### src/rtl/branch_predictor.sv
// Bimodal branch predictor: a table of 2-bit saturating counters indexed by
// PC bits [IDX_W+1:2]. ID performs a combinational lookup; EX trains one
// entry per resolved branch and bumps the resolved/mispredict statistics.
//
// Update handshake: an EX branch is consumed (trained and counted) only in a
// cycle where ex_branch_valid=1, rdy=1 and stall_sign[3]=0. A branch held in
// EX by a stall is therefore consumed exactly once, on the cycle it leaves.
module branch_predictor #(
  parameter int ENTRIES = 128,
  parameter int IDX_W   = $clog2(ENTRIES),
  parameter int ADDR_W  = 32,
  parameter int STALL_W = 6
) (
  input  logic              clk,
  input  logic              rst,
  input  logic              rdy,
  input  logic [ADDR_W-1:0] id_pc,
  input  logic              id_is_branch,
  output logic              id_taken,
  input  logic              ex_branch_valid,
  input  logic [ADDR_W-1:0] ex_branch_pc,
  input  logic              ex_branch_taken,
  input  logic              ex_taken,
  input  logic [STALL_W-1:0] stall_sign,
  output logic [31:0]       stat_branches,
  output logic [31:0]       stat_mispred
);

  // Counter encoding: 00 strong-NT, 01 weak-NT, 10 weak-T, 11 strong-T.
  logic [1:0]       r_table [ENTRIES];
  logic [31:0]      r_stat_branches;
  logic [31:0]      r_stat_mispred;

  logic [IDX_W-1:0] w_id_idx;
  logic [IDX_W-1:0] w_ex_idx;
  logic             w_upd;
  logic [1:0]       w_ex_cur;
  logic [1:0]       w_ex_next;
  logic [1:0]       w_id_ctr;
  logic             w_unused;

  assign w_id_idx = id_pc[IDX_W+1:2];
  assign w_ex_idx = ex_branch_pc[IDX_W+1:2];
  assign w_upd    = ex_branch_valid & rdy & ~stall_sign[3];
  assign w_ex_cur = r_table[w_ex_idx];

  // Tag-less table: upper PC bits and the byte offset never take part.
  assign w_unused = ^{id_pc[ADDR_W-1:IDX_W+2], id_pc[1:0],
                      ex_branch_pc[ADDR_W-1:IDX_W+2], ex_branch_pc[1:0],
                      stall_sign[STALL_W-1:4], stall_sign[2:0]};

  // Saturating step of the EX entry toward the resolved direction.
  always_comb begin
    w_ex_next = w_ex_cur;
    if (ex_branch_taken) begin
      if (w_ex_cur != 2'b11) w_ex_next = w_ex_cur + 2'd1;
    end else begin
      if (w_ex_cur != 2'b00) w_ex_next = w_ex_cur - 2'd1;
    end
  end

  // Lookup with bypass: a same-index update this cycle is seen immediately.
  always_comb begin
    w_id_ctr = r_table[w_id_idx];
    if (w_upd && (w_ex_idx == w_id_idx)) w_id_ctr = w_ex_next;
  end

  assign id_taken = id_is_branch & w_id_ctr[1];

  // Counter table: reset to weak-NT, train one entry per consumed branch.
  always_ff @(posedge clk or posedge rst) begin
    if (rst) begin
      for (int i = 0; i < ENTRIES; i++) r_table[i] <= 2'b01;
    end else if (w_upd) begin
      r_table[w_ex_idx] <= w_ex_next;
    end
  end

  // Statistics: both counters wrap modulo 2^32 and move on the same edge.
  always_ff @(posedge clk or posedge rst) begin
    if (rst) begin
      r_stat_branches <= 32'd0;
      r_stat_mispred  <= 32'd0;
    end else if (w_upd) begin
      r_stat_branches <= r_stat_branches + 32'd1;
      if (ex_taken != ex_branch_taken) r_stat_mispred <= r_stat_mispred + 32'd1;
    end
  end

  assign stat_branches = r_stat_branches;
  assign stat_mispred  = r_stat_mispred;

endmodule

### config.mk
export PLATFORM = sky130hd
export DESIGN_NAME = branch_predictor
export DESIGN_NICKNAME = d
export VERILOG_FILES = /design/src/rtl/branch_predictor.sv
export SDC_FILE = /design/constraint.sdc
export NUM_CORES = 1
export LEC_CHECK = 0
export BUFFER_PORTS_ARGS = -buffer_cell sky130_fd_sc_hd__buf_4
export CAP_MARGIN = 20
export CORE_MARGIN = 10
export CORE_UTILIZATION = 35
export CTS_CLUSTER_SIZE = 14
export DETAILED_ROUTE_END_ITERATION = 7
export PLACE_DENSITY = 0.55
export REMOVE_ABC_BUFFERS = 1
export SKIP_CTS_REPAIR_TIMING = 1
export SYNTH_ARGS = -nofsm -noshare
export SYNTH_HDL_FRONTEND = slang
export SYNTH_SLANG_ARGS = --single-unit
export TNS_END_PERCENT = 5
### constraint.sdc
create_clock -name clk -period 15.6 [get_ports clk]
set_clock_uncertainty 0.05 [all_clocks]
set_input_delay 0.78 -clock clk [delete_from_list [all_inputs] [get_ports clk]]
set_output_delay 0.78 -clock clk [all_outputs]
set_load 0.05 [all_outputs]
# Word-level counts from Yosys, hierarchy flattened
# Cells that the tools add are included.
[op_classes]
add_sub_neg = 4
n_mux = 13
n_reduce_logical = 4
order_cmp = 3
eq_ne = 3
bitwise = 6
[ops]
columns = ["op", "n"]
rows = [
  ["bitwise mux 256 bit", 1],
  ["adder 32 x 1 -> 32 bit, second input constant", 2],
  ["binary-select mux 2 bit (select 7 bit)", 2],
  ["2-to-1 mux 2 bit", 9],
  [">= comparator 8 bit, second input constant", 2],
  ["NOT 7 -> 8 bit", 2],
  ["demux 2 bit (select 7 bit)", 1],
  ["< comparator 8 x 1 -> 1 bit, second input constant", 1],
  ["== test 7 bit", 1],
  ["AND 1 bit", 3],
  ["adder 2 x 1 -> 2 bit, second input constant", 1],
  ["logical AND 1 bit", 2],
  ["!= test 2 bit, second input constant", 1],
  ["AND reduction 2 bit", 1],
  ["nonzero test 2 bit", 1],
  ["subtractor 2 x 1 -> 2 bit, second input constant", 1],
  ["!= test 1 bit", 1],
  ["NOT 1 bit", 1],
]
[totals]
output_inout_bits = 65
word_cells = 163
regBits = 320
in_bits = 77

# Longest topological paths before layout
# Gate-level depths: netlist (run 1).
[depth]
ltp_word = 9
ltp_mapped = 14
mapped_depth_nobuf = 9

# Worst setup path before layout (run 1)
# No wires, ideal clock.
[synth_timing]
path_kind = "input port to output port"
from = "in ex_branch_pc[2]"
to = "out id_taken"
arrival_time_ps = 3688
required_ps = 14770
path_stages = 11
n_path_buf = 3
slack_ps = 11082
path_cell_list = "buf_2 buf_4 buf_4 or4b_2 o2111ai_1 a211oi_1 nor3_1 o22ai_1 and2_1 maj3_1 a21oi_1"
[synth_between]
elab_chain_len = 9
elab_cells_between_ends = 15
classes_between = "add/sub: 2; eq/ne: 2; mux: 7; bitwise: 2; reduce/logical: 2"
[synth_lines]
columns = ["item", "line_no", "source"]
rows = [
  ["from (decl)", "21", "input logic [ADDR_W-1:0] ex_branch_pc,"],
  ["NOT 7 -> 8 bit (not written as such)", "45", "assign w_ex_cur = r_table[w_ex_idx];"],
  ["binary-select mux 2 bit (select 7 bit)", "45", ""],
  ["2-to-1 mux 2 bit (not written as such) (2 in a row)", "45", ""],
  ["subtractor 2 x 1 -> 2 bit, or another cell as far along", "58", "if (w_ex_cur != 2'b00) w_ex_next = w_ex_cur - 2'd1;"],
  ["2-to-1 mux 2 bit (on tied branches)", "58, 56", ""],
  ["2-to-1 mux 2 bit", "55", "if (ex_branch_taken) begin"],
  ["2-to-1 mux 2 bit *", "65", "if (w_upd && (w_ex_idx == w_id_idx)) w_id_ctr = w_ex_next;"],
  ["AND 1 bit *", "68", "assign id_taken = id_is_branch & w_id_ctr[1];"],
  ["to (decl)", "19", "output logic id_taken,"],
]
# Mark *: on every way between the ends. The rest lies on a longest branch, timed or not. The select of a mux whose other input is x is not followed.

# Worst setup path after layout (run 1)
# Ends and elaborated chain as after synthesis.

==> key figures, run 1 <==
Global routing
  – Initial antenna violation count: 0
  – Largest net degree at the start of global routing: 169
  – Vias in the first global route: ~12000
  – GRT overflow: 0
  – First-pass GRT wire length: just under 80000 µm
  – Total GRT Usage: 17.7%

Status
  – Run status: finished, final reports clean

Yosys
  – FF+latch count, synth: 320
  – Netlist Area Pre-Place: 0.0162 mm²
  – Yosys cell types: around 70
  – Syn Inst Count: 1514
  – Post-synth EDFFs: 0
  – Ys flop type: dfrtp_1
  – Register area share after synthesis: between 50% and 60%
  – Syn_area_per_cell: between 10 and 15 µm²
  – Asr flop ratio synth: between 90% and 100%
  – Synth warn: 0

Floorplanning
  – Core ar.: ~0.046 mm²
  – Chip Width: 235 µm
  – Top Ports: 142
  – Initial Util: a little over a third
  – # rows: approximately 80
  – Die footprint: ~0.055 mm²
  – Die height: about 230 µm

Run
  – Max Cap Violations: 0

STA
  – RSZ-0062 raised after global routing: false
  – Max-slew violation count: 0
  – Worst Max-Slew Pin Slew: about 1.2 ns
  – # setup viols final: 0
  – Final hold violation count: 0
  – Max frequency: 180 MHz
  – Setup_tns: 0 ns
  – Final min period: 5.56 ns
  – Max_slew headroom: about a fifth
  – Final worst path period share: between 30% and 40%

CTS
  – Clock slew at reported path FFs: ~0.060 ns
  – Bufs on Longest Clock Path: 3
  – CTS buffer count: 38
  – Clock root buffer: clkbuf_16
  – # H-tree levels: 2
  – CTS sink count: 320
  – Worst-Skew Late Latency: 0.57 ns
  – CTS tree: yes

Worst setup path
  – Crit-path cells: buf_4 -> buf_4 -> and2_0 -> a22oi_1 -> o221a_2 -> o41ai_2 -> o211ai_2 -> and2_1 -> maj3_1 -> a21oi_1 -> buf_4
  – Max stage delay on crit path: ~0.7 ns
  – Crit path max fanout: 46
  – CP max stage cell: and2_0
  – CP arrival: about 4.7 ns
  – CP Class: in -> out
  – Worst EP required: ~15 ns
  – CP startpoint kind: input pin
  – Cell mode on critical path: buf_4
  – Setup crit end kind: output pin

Placed design
  – DP Wirelength: 31300 µm
  – PortBufs: 86
  – Placed cell count: 2139
  – Final Wtd Congestion: 0.856

Layout
  – Syn-to-layout area delta: 14.7%
  – Non-filler cells, final: 2211
  – NumNets Final: 1660
  – Share of cells above drive strength 1: 28.1%
  – Diode count: 0

Routing
  – DR DRC count: 0
  – Vias: 12251
  – Post-route ant nets: 0
  – Final WL: between 40000 and 50000 µm
  – DR iter-0 viols: ~1000
  – Via density: 5.54
  – Avg WL per Cell: 22.3 µm
  – DRT Pass-1 Iters: 7

Power
  – Cell Pwr Density: 107 mW/mm²
  – Total leakage power: 0.00764 µW
  – VDD IR max: 0.0000757 V

Min path
  – Hold WC Path Type: in -> async
[power by group]
part | internal (µW) | switching, µW | total, µW
clock network | 522 | 362 | 883
logic | 63.2 | 158 | 222
registers | 864 | 23.8 | 888
[flip-flops by register name, indices dropped and copies added, names as in the netlist]
signal	cells
r_table	256
stat_branches	32
stat_mispred	32
[cells in the mapped netlist, types with 3 or more instances]
cell type / n / area, µm²
buf_6: 14 / 158
o22ai_1: 3 / 18.8
a311oi_1: 3 / 26.3
clkbuf_2: 14 / 70.1
and4_1: 4 / 35.0
nand4_1: 13 / 81.3
buf_2: 19 / 95.1
a22o_1: 5 / 43.8
xnor2_1: 54 / 473
xor2_1: 16 / 140
and2_1: 3 / 18.8
and3_1: 21 / 131
a31oi_1: 6 / 37.5
dfstp_2: 128 / 3360
buf_4: 9 / 67.6
a22oi_1: 23 / 173
a221oi_1: 22 / 193
o21ai_1: 10 / 50.1
nor2_1: 37 / 139
nor2b_1: 10 / 62.6
mux2i_1: 43 / 430
a21oi_1: 8 / 40.0
mux2_2: 92 / 1040
o21ai_0: 191 / 956
clkbuf_1: 25 / 93.8
o211ai_1: 10 / 75.1
dfrtp_1: 192 / 4800
nand2b_1: 4 / 25.0
nor3_1: 16 / 80.1
nand3_1: 24 / 120
mux4_2: 47 / 1060
a221o_1: 14 / 140
o2bb2ai_1: 4 / 35.0
nand2_1: 370 / 1390
buf_1: 4 / 15.0
inv_1: 11 / 41.3
o221ai_1: 3 / 26.3
[stage by stage]
stage / total power [µW] / area, µm² / util (%) / setup slack, ns / hold slack, ns
2_1_floorplan: 1020 / 15700 / - / 6.13 / 0.395
3_3_place_gp: 1120 / 17300 / 37.9 / 10.11 / 0.403
3_5_place_dp: 1120 / 17300 / 38.0 / 10.13 / 0.406
4_1_cts: 2020 / 18500 / 40.7 / 10.11 / 0.303
5_1_grt: 2070 / 18600 / 40.7 / 9.94 / 0.326
6_report: 1990 / 18600 / 40.7 / 10.04 / 0.263
[layout make-up]
| cell class | count | area [µm²] |
|---|---|---|
| multi-input combinational | 1096 | 7490 |
| inverter | 13 | 56.3 |
| sequential | 320 | 8170 |
| tap | 600 | 751 |
| fill | 4370 | 27000 |
| timing repair buffer | 112 | 858 |
| clock buffer | 60 | 1100 |
| clock inverter | 10 | 123 |
[per-layer routing]
metal,track usage (%),vias to the layer above,routed length (µm)
li1,-,5586,-
met1,24.4,6143,22300
met2,26.5,427,22100
met3,4.03,95,3520
met4,6.59,0,1490
met5,0,-,0
[logic make-up (layout without fill, tap and decap cells)]
group	Yosys count	in the layout	share of synthesized area, %
AND/OR/NAND/NOR	514	514	13.5
flip-flops	320	320	50.5
AO/OA/AOI/OAI	322	322	12.4
XOR/XNOR	70	70	3.79
buffers and inverters	98	195	3.39
adder cells (fa/ha/maj)	5	5	0.356
multiplexers	185	185	16.0
[cell usage in the layout, fill, tap and decap left out, types with 21 or more instances in the layout]
master | Yosys | final
mux2_2 | 92 | 92
mux4_2 | 47 | 47
nor2_1 | 37 | 37
and3_1 | 21 | 21
mux2i_1 | 43 | 43
xnor2_1 | 54 | 54
dfrtp_1 | 192 | 192
nand2_1 | 370 | 370
nand3_1 | 24 | 24
buf_4 | 9 | 107
clkbuf_16 | 0 | 39
a221oi_1 | 22 | 22
a22oi_1 | 23 | 23
o21ai_0 | 191 | 191
dfstp_2 | 128 | 128
[final timing paths]
kind                            startpoint                 to  slack (ns)  cells after the start
min                                    rst  stat_branches[30]        0.26                      2
max reg2reg                    r_table[55]       r_table[183]       12.23                      9
min in group clk               r_table[16]        r_table[16]        0.41                      2
min reg2reg                    r_table[16]        r_table[16]        0.41                      2
max in group asynchronous              rst       r_table[125]       13.79                      3
max                        ex_branch_pc[2]           id_taken       10.04                     11
[worst max-delay path: cells and delay by family]
kind	cells	cell delay, ns
simple gates	2	0.89
compound gates	5	1.53
fa+ha+maj	1	0.36
buf+inv	3	1.15
No activity file was read; power rests on OpenSTA's default activity.
==> inputs of run 2 (changes only) <==
- clock period: 15.6 -> 5.4 ns (I/O delays scaled with it)
==> key figures, run 2 (same netlist as run 1, synthesis figures left out) <==
Status
  – Run status: finished, final reports clean

Layout
  – Non-filler cells, final: 2219 (+0.36%)
  – Area occupied by multi-input gates: 0.00749 mm² (about the same)
  – Most common cell after layout, fill and taps aside: nand2_1
  – Most frequent cells in the layout: nand2_1 (370), dfrtp_1 (192), o21ai_0 (191)
  – Cell area after layout: 0.0187 mm² (+0.65%)
  – NumNets Final: 1670 (+0.60%)
  – Register area: 0.00817 mm² (unchanged)
  – Diode count: 0 (unchanged)
  – FILL cells: 4347 (-0.53%)
  – Share of cells above drive strength 1: 28.7% (+0.66 points)
  – Syn-to-layout area delta: 15.4%
  – Max FFs per register: 256 (unchanged)
  – Largest Register: r_table

STA
  – Max-slew violation count: 0 (unchanged)
  – Worst setup margin: 1.16 ns (-8.87 ns)
  – Worst Max-Slew Pin Slew: 1.05 ns (-0.124 ns)
  – Max frequency: 236 MHz
  – Final worst path period share: between 70% and 80%
  – # setup viols final: 0 (unchanged)
  – RSZ-0062 raised after global routing: false
  – Final hold violation count: 0 (unchanged)
  – Hold Worst Slack: 0.00319 ns (-0.260 ns)
  – Final min period: ~4.2 ns
  – Max_slew headroom: 29.3% (+8.0 points)

Worst setup path
  – CP max stage cell: nor2b_1
  – Worst EP required: 5.08 ns (-9.69 ns)
  – CP Class: in -> out
  – CP startpoint kind: input pin
  – Setup crit end kind: output pin
  – CP bufs+invs: 2 (-1)
  – CP arrival: 3.92 ns (-0.81 ns)
  – Crit path max fanout: 47 (+2.2%)
  – Cell mode on critical path: buf_4
  – Max stage delay on crit path: 0.77 ns (+0.07 ns)
  – Largest delay contributor family on the critical path: compound AO/OA/AOI/OAI gates
  – Crit-path cells: buf_4 -> nor2b_1 -> a221o_1 -> o21ai_0 -> a311oi_1 -> o22ai_1 -> and2_1 -> maj3_1 -> a21oi_1 -> buf_4

Min path
  – Hold WC Path Type: in -> reg

CTS
  – CTS sink count: 320 (unchanged)
  – Clock root buffer: clkbuf_16
  – CTS buffer count: 38 (unchanged)
  – Bufs on Longest Clock Path: 3 (unchanged)
  – CTS tree: yes
  – Clock slew at reported path FFs: 0.06 ns (about the same)
  – # H-tree levels: 2 (unchanged)
  – Worst-Skew Late Latency: 0.56 ns (about the same)

Global routing
  – First-pass GRT wire length: 76600 µm (-0.63%)
  – Total GRT Usage: 17.6% (-0.10 points)
  – Largest net degree at the start of global routing: 143 (-15%)
  – Vias in the first global route: 12425 (+0.89%)
  – GRT overflow: 0 (unchanged)
  – Initial antenna violation count: 0 (unchanged)

Floorplanning
  – Initial Util: 35.5% (unchanged)
  – Die footprint: 0.0552 mm² (unchanged)
  – Die height: 235 µm (unchanged)
  – Chip Width: 235 µm (unchanged)
  – Core ar.: 0.0456 mm² (unchanged)
  – Top Ports: 142 (unchanged)
  – # rows: 78 (unchanged)

Placed design
  – Placed cell count: 2150 (+0.51%)
  – Final Wtd Congestion: 0.865 (+1.1%)
  – DP Area: 0.0174 mm² (+0.64%)
  – DP Wirelength: 31900 µm (+1.9%)
  – PortBufs: 86 (unchanged)
  – Post-Place Setup Slack: 1.13 ns (-9.00 ns)

Power
  – Combinational Power Share: 11.3% (+0.2 points)
  – VDD IR max: 0.000224 V (+200%)
  – Cell Pwr Density: 311 mW/mm² (+190%)
  – Sequential power share: 44.2% (-0.4 points)
  – Total leakage power: 0.00772 µW (+0.94%)
  – Switching Power: 1570 µW (+190%)
  – Clock power share: 44.5% (+0.2 points)
  – Design Power: 5800 µW (+190%)
  – Switching Share: 27.0% (-0.26 points)
  – Internal Power: 4230 µW (+190%)

Routing
  – Avg WL per Cell: 22.3 µm (-0.23%)
  – Final WL: 49500 µm (+0.13%)
  – DR DRC count: 0 (unchanged)
  – DRT Pass-1 Iters: 5 (-2)
  – Vias: 12216 (-0.29%)
  – Post-route ant nets: 0 (unchanged)
  – Via density: 5.51 (-0.65%)
  – DR iter-0 viols: 1059 (+5.8%)

Run
  – Max Cap Violations: 0 (unchanged)
-- run 2: cell count changes in the layout (fill, tap and decap cells not counted), sizes merged --
cell / before / now
dlygate4sd3: 0 / 1
clkbuf: 61 / 57
inv: 12 / 13
clkinvlp: 0 / 1
clkinv: 9 / 8
buf: 111 / 121
-- run 2: stage by stage --
step                      utilization, %  setup TNS (ns)
after detailed placement            38.2               0
after global routing                41.0               0
after CTS                           40.9               0
after floorplan                        -         -823.51
after global placement              38.2               0
final                               41.0               0
-- run 2: layout make-up --
class / count / area share, %
clock buffer: 57 / 6.07
clock inverter: 11 / 0.596
inverter: 13 / 0.302
multi-input combinational: 1096 / 40.1
sequential: 320 / 43.7
tap: 600 / 4.02
timing repair buffer: 122 / 5.16
-- run 2: metal layers --
layer	vias to the layer above	global-route usage, %	share of wire [%]
met1	6080	24.2	45
met5	-	0	0
met3	90	3.58	7.1
met4	0	6.39	3.0
li1	5584	-	-
met2	462	26.8	45
-- run 2: final timing paths --
| check | startpoint | end | slack (ns) | cells after the start |
|---|---|---|---|---|
| max in group asynchronous | rst | stat_branches[23] | 3.59 | 4 |
| worst max register to register | r_table[55] | r_table[31] | 2.01 | 9 |
| worst min register to register | stat_mispred[31] | stat_mispred[31] | 0.42 | 1 |
| min in group asynchronous | rst | stat_branches[31] | 0.36 | 3 |
| worst max-delay path | ex_branch_pc[3] | id_taken | 1.16 | 10 |
| worst min-delay path | stall_sign[3] | stat_branches[1] | 0.003 | 4 |
-- run 2: worst reg2reg max path, cell delays in order (launching register included) --
cell	delay (ns)
dfrtp_1	0.41
mux2_4	0.27
a221o_1	0.30
a221o_1	0.34
a31o_1	0.22
o31ai_2	0.35
and2b_1	0.26
maj3_2	0.62
buf_12	0.29
o21ai_0	0.14
-- run 2: power by group through the flow --
| stage | clock [µW] | sequential (µW) | combinational [µW] |
|---|---|---|---|
| 2_1_floorplan | 0 | 2690 | 263 |
| 3_3_place_gp | 0 | 2600 | 649 |
| 3_5_place_dp | 0 | 2600 | 653 |
| 4_1_cts | 2640 | 2560 | 656 |
| 5_1_grt | 2740 | 2580 | 699 |
| 6_report | 2580 | 2570 | 653 |
==> inputs of run 3 (changes only) <==
- PLACE_DENSITY: 0.55 -> 0.56
- clock period: 5.4 -> 3.65 ns (I/O delays scaled with it)
==> key figures, run 3 (same netlist as run 1, synthesis figures left out) <==
Global routing
  – First-pass GRT wire length: 77300 µm (+0.94%)
  – Largest net degree at the start of global routing: 113 (-21%)
  – Total GRT Usage: 17.7% (+0.17 points)
  – GRT overflow: 0 (unchanged)
  – Initial antenna violation count: 1 (+1)
  – Vias in the first global route: 12449 (+0.19%)

Power
  – Clock power share: 44.0% (-0.5 points)
  – Sequential power share: 44.2% (about the same)
  – VDD IR max: 0.000406 V (+81%)
  – Internal Power: 6300 µW (+49%)
  – Cell Pwr Density: 450 mW/mm² (+45%)
  – Combinational Power Share: 11.8% (+0.5 points)
  – Switching Power: 2300 µW (+47%)
  – Switching Share: 26.8% (-0.24 points)
  – Total leakage power: 0.00796 µW (+3.2%)

Layout
  – NumNets Final: 1714 (+2.6%)
  – Final core utilization: 41.9% (+0.93 points)
  – Diode count: 0 (unchanged)
  – Max FFs per register: 256 (unchanged)
  – Most common cell after layout, fill and taps aside: nand2_1
  – Syn-to-layout area delta: 18.0%
  – Largest Register: r_table
  – Share of cells above drive strength 1: 30.3% (+1.5 points)
  – Area occupied by multi-input gates: 0.00749 mm² (about the same)
  – FILL cells: 4334 (-0.30%)
  – Most frequent cells in the layout: nand2_1 (370), dfrtp_1 (192), o21ai_0 (191)
  – Register area: 0.00817 mm² (unchanged)

Worst setup path
  – Setup crit end kind: output pin
  – Crit path max fanout: 3 (-94%)
  – CP Class: reg -> out
  – CP arrival: 3.27 ns (-0.65 ns)
  – Worst EP required: 3.42 ns (-1.66 ns)
  – CP startpoint kind: register

STA
  – Setup_tns: 0 ns (unchanged)
  – Final worst path period share: 96.0%
  – Max frequency: 285 MHz
  – Max_slew headroom: 26.7% (-2.5 points)
  – Final min period: 3.50 ns
  – Max-slew violation count: 0 (unchanged)
  – Final hold violation count: 0 (unchanged)
  – Worst Max-Slew Pin Slew: 1.09 ns (+0.0420 ns)
  – # setup viols final: 0 (unchanged)
  – Worst setup margin: 0.147 ns (-1.02 ns)
  – RSZ-0062 raised after global routing: false

Routing
  – Final WL: 49800 µm (+0.58%)
  – DRT Pass-1 Iters: 5 (unchanged)
  – DR DRC count: 0 (unchanged)
  – Via density: 5.45 (-1.0%)
  – Avg WL per Cell: 22.0 µm (-1.5%)
  – Vias: 12342 (+1.0%)
  – Post-route ant nets: 0 (unchanged)
  – DR iter-0 viols: 1102 (+4.1%)

Run
  – Max Cap Violations: 0 (unchanged)

CTS
  – CTS buffer count: 39 (+2.6%)
  – CTS tree: yes
  – CTS sink count: 320 (unchanged)
  – Clock root buffer: clkbuf_16
  – Bufs on Longest Clock Path: 3 (unchanged)
  – Clock slew at reported path FFs: 0.06 ns (about the same)
  – Worst-Skew Late Latency: 0.56 ns (about the same)
  – # H-tree levels: 2 (unchanged)

Placed design
  – Final Wtd Congestion: 0.886 (+2.3%)
  – PortBufs: 86 (unchanged)
  – DP Wirelength: 33300 µm (+4.4%)
  – Post-Place Setup Slack: 0.274 ns (-0.854 ns)

Floorplanning
  – Initial Util: 35.5% (unchanged)
  – Top Ports: 142 (unchanged)
  – Die height: 235 µm (unchanged)
  – Die footprint: 0.0552 mm² (unchanged)
  – Core ar.: 0.0456 mm² (unchanged)
  – Chip Width: 235 µm (unchanged)
  – # rows: 78 (unchanged)

Status
  – Run status: finished, final reports clean

Min path
  – Hold WC Path Type: in -> reg
==> run 3: cell types whose count changed in the layout (fill, tap and decap cells not counted), moves of 2 or more <==
cell,previous run,this run
clkbuf_16,39,41
buf_12,3,11
buf_4,116,149
dlygate4sd3_1,1,4
buf_6,2,0
clkbuf_1,9,14
clkbuf_8,9,7
==> run 3: layout make-up <==
cell class / instances / share of cell area, %
inverter: 13 / 0.295
sequential: 320 / 42.8
clock buffer: 62 / 6.15
tap: 600 / 3.93
timing repair buffer: 165 / 7.25
multi-input combinational: 1096 / 39.2
clock inverter: 9 / 0.367
==> run 3: worst paths after layout <==
kind | slack [ns] | end | from | depth (start not counted)
worst min-delay path | 0.006 | stat_branches[1] | rdy | 5
max in group asynchronous | 2.29 | r_table[100] | rst | 4
worst max register to register | 0.66 | r_table[191] | r_table[55] | 9
worst min register to register | 0.41 | r_table[0] | r_table[0] | 2
worst max-delay path | 0.15 | id_taken | r_table[14] | 9
min in group asynchronous | 0.32 | r_table[187] | rst | 3
==> run 3: metal layers <==
layer | GRT usage (%) | part of all wire [%] | vias up
met3 | 3.78 | 6.9 | 101
met2 | 27.3 | 45 | 408
li1 | - | - | 5678
met5 | 0 | 0.026 | -
met4 | 6.74 | 3.3 | 2
met1 | 24.0 | 44 | 6153
==> run 3: through the flow <==
step	power [µW]	cells	instance area (µm²)	hold slack, ns
floorplan	4370	1429	15700	0.307
global placement	4850	2189	17800	0.357
detailed placement	4870	2190	17800	0.366
CTS	8700	2261	19100	-0.223
global route	8940	2265	19100	0.0268
finish	8600	2265	19100	0.00644
==> run 3: power groups by stage <==
stage	Combinational, µW	Sequential, µW	Clock (µW)
after floorplan	388	3980	0
final	1020	3800	3780
after CTS	1020	3800	3880
after global routing	1090	3820	4030
after detailed placement	1010	3850	0
after global placement	1010	3850	0
==> run 3: critical path, stage by stage, from the launching register on <==
cell	delay (ns)
dfstp_2	0.53
or4b_2	0.58
o2111ai_1	0.13
a211oi_1	0.10
nor3_1	0.18
o22ai_1	0.16
and2_1	0.20
maj3_1	0.39
a21oi_2	0.21
buf_4	0.24
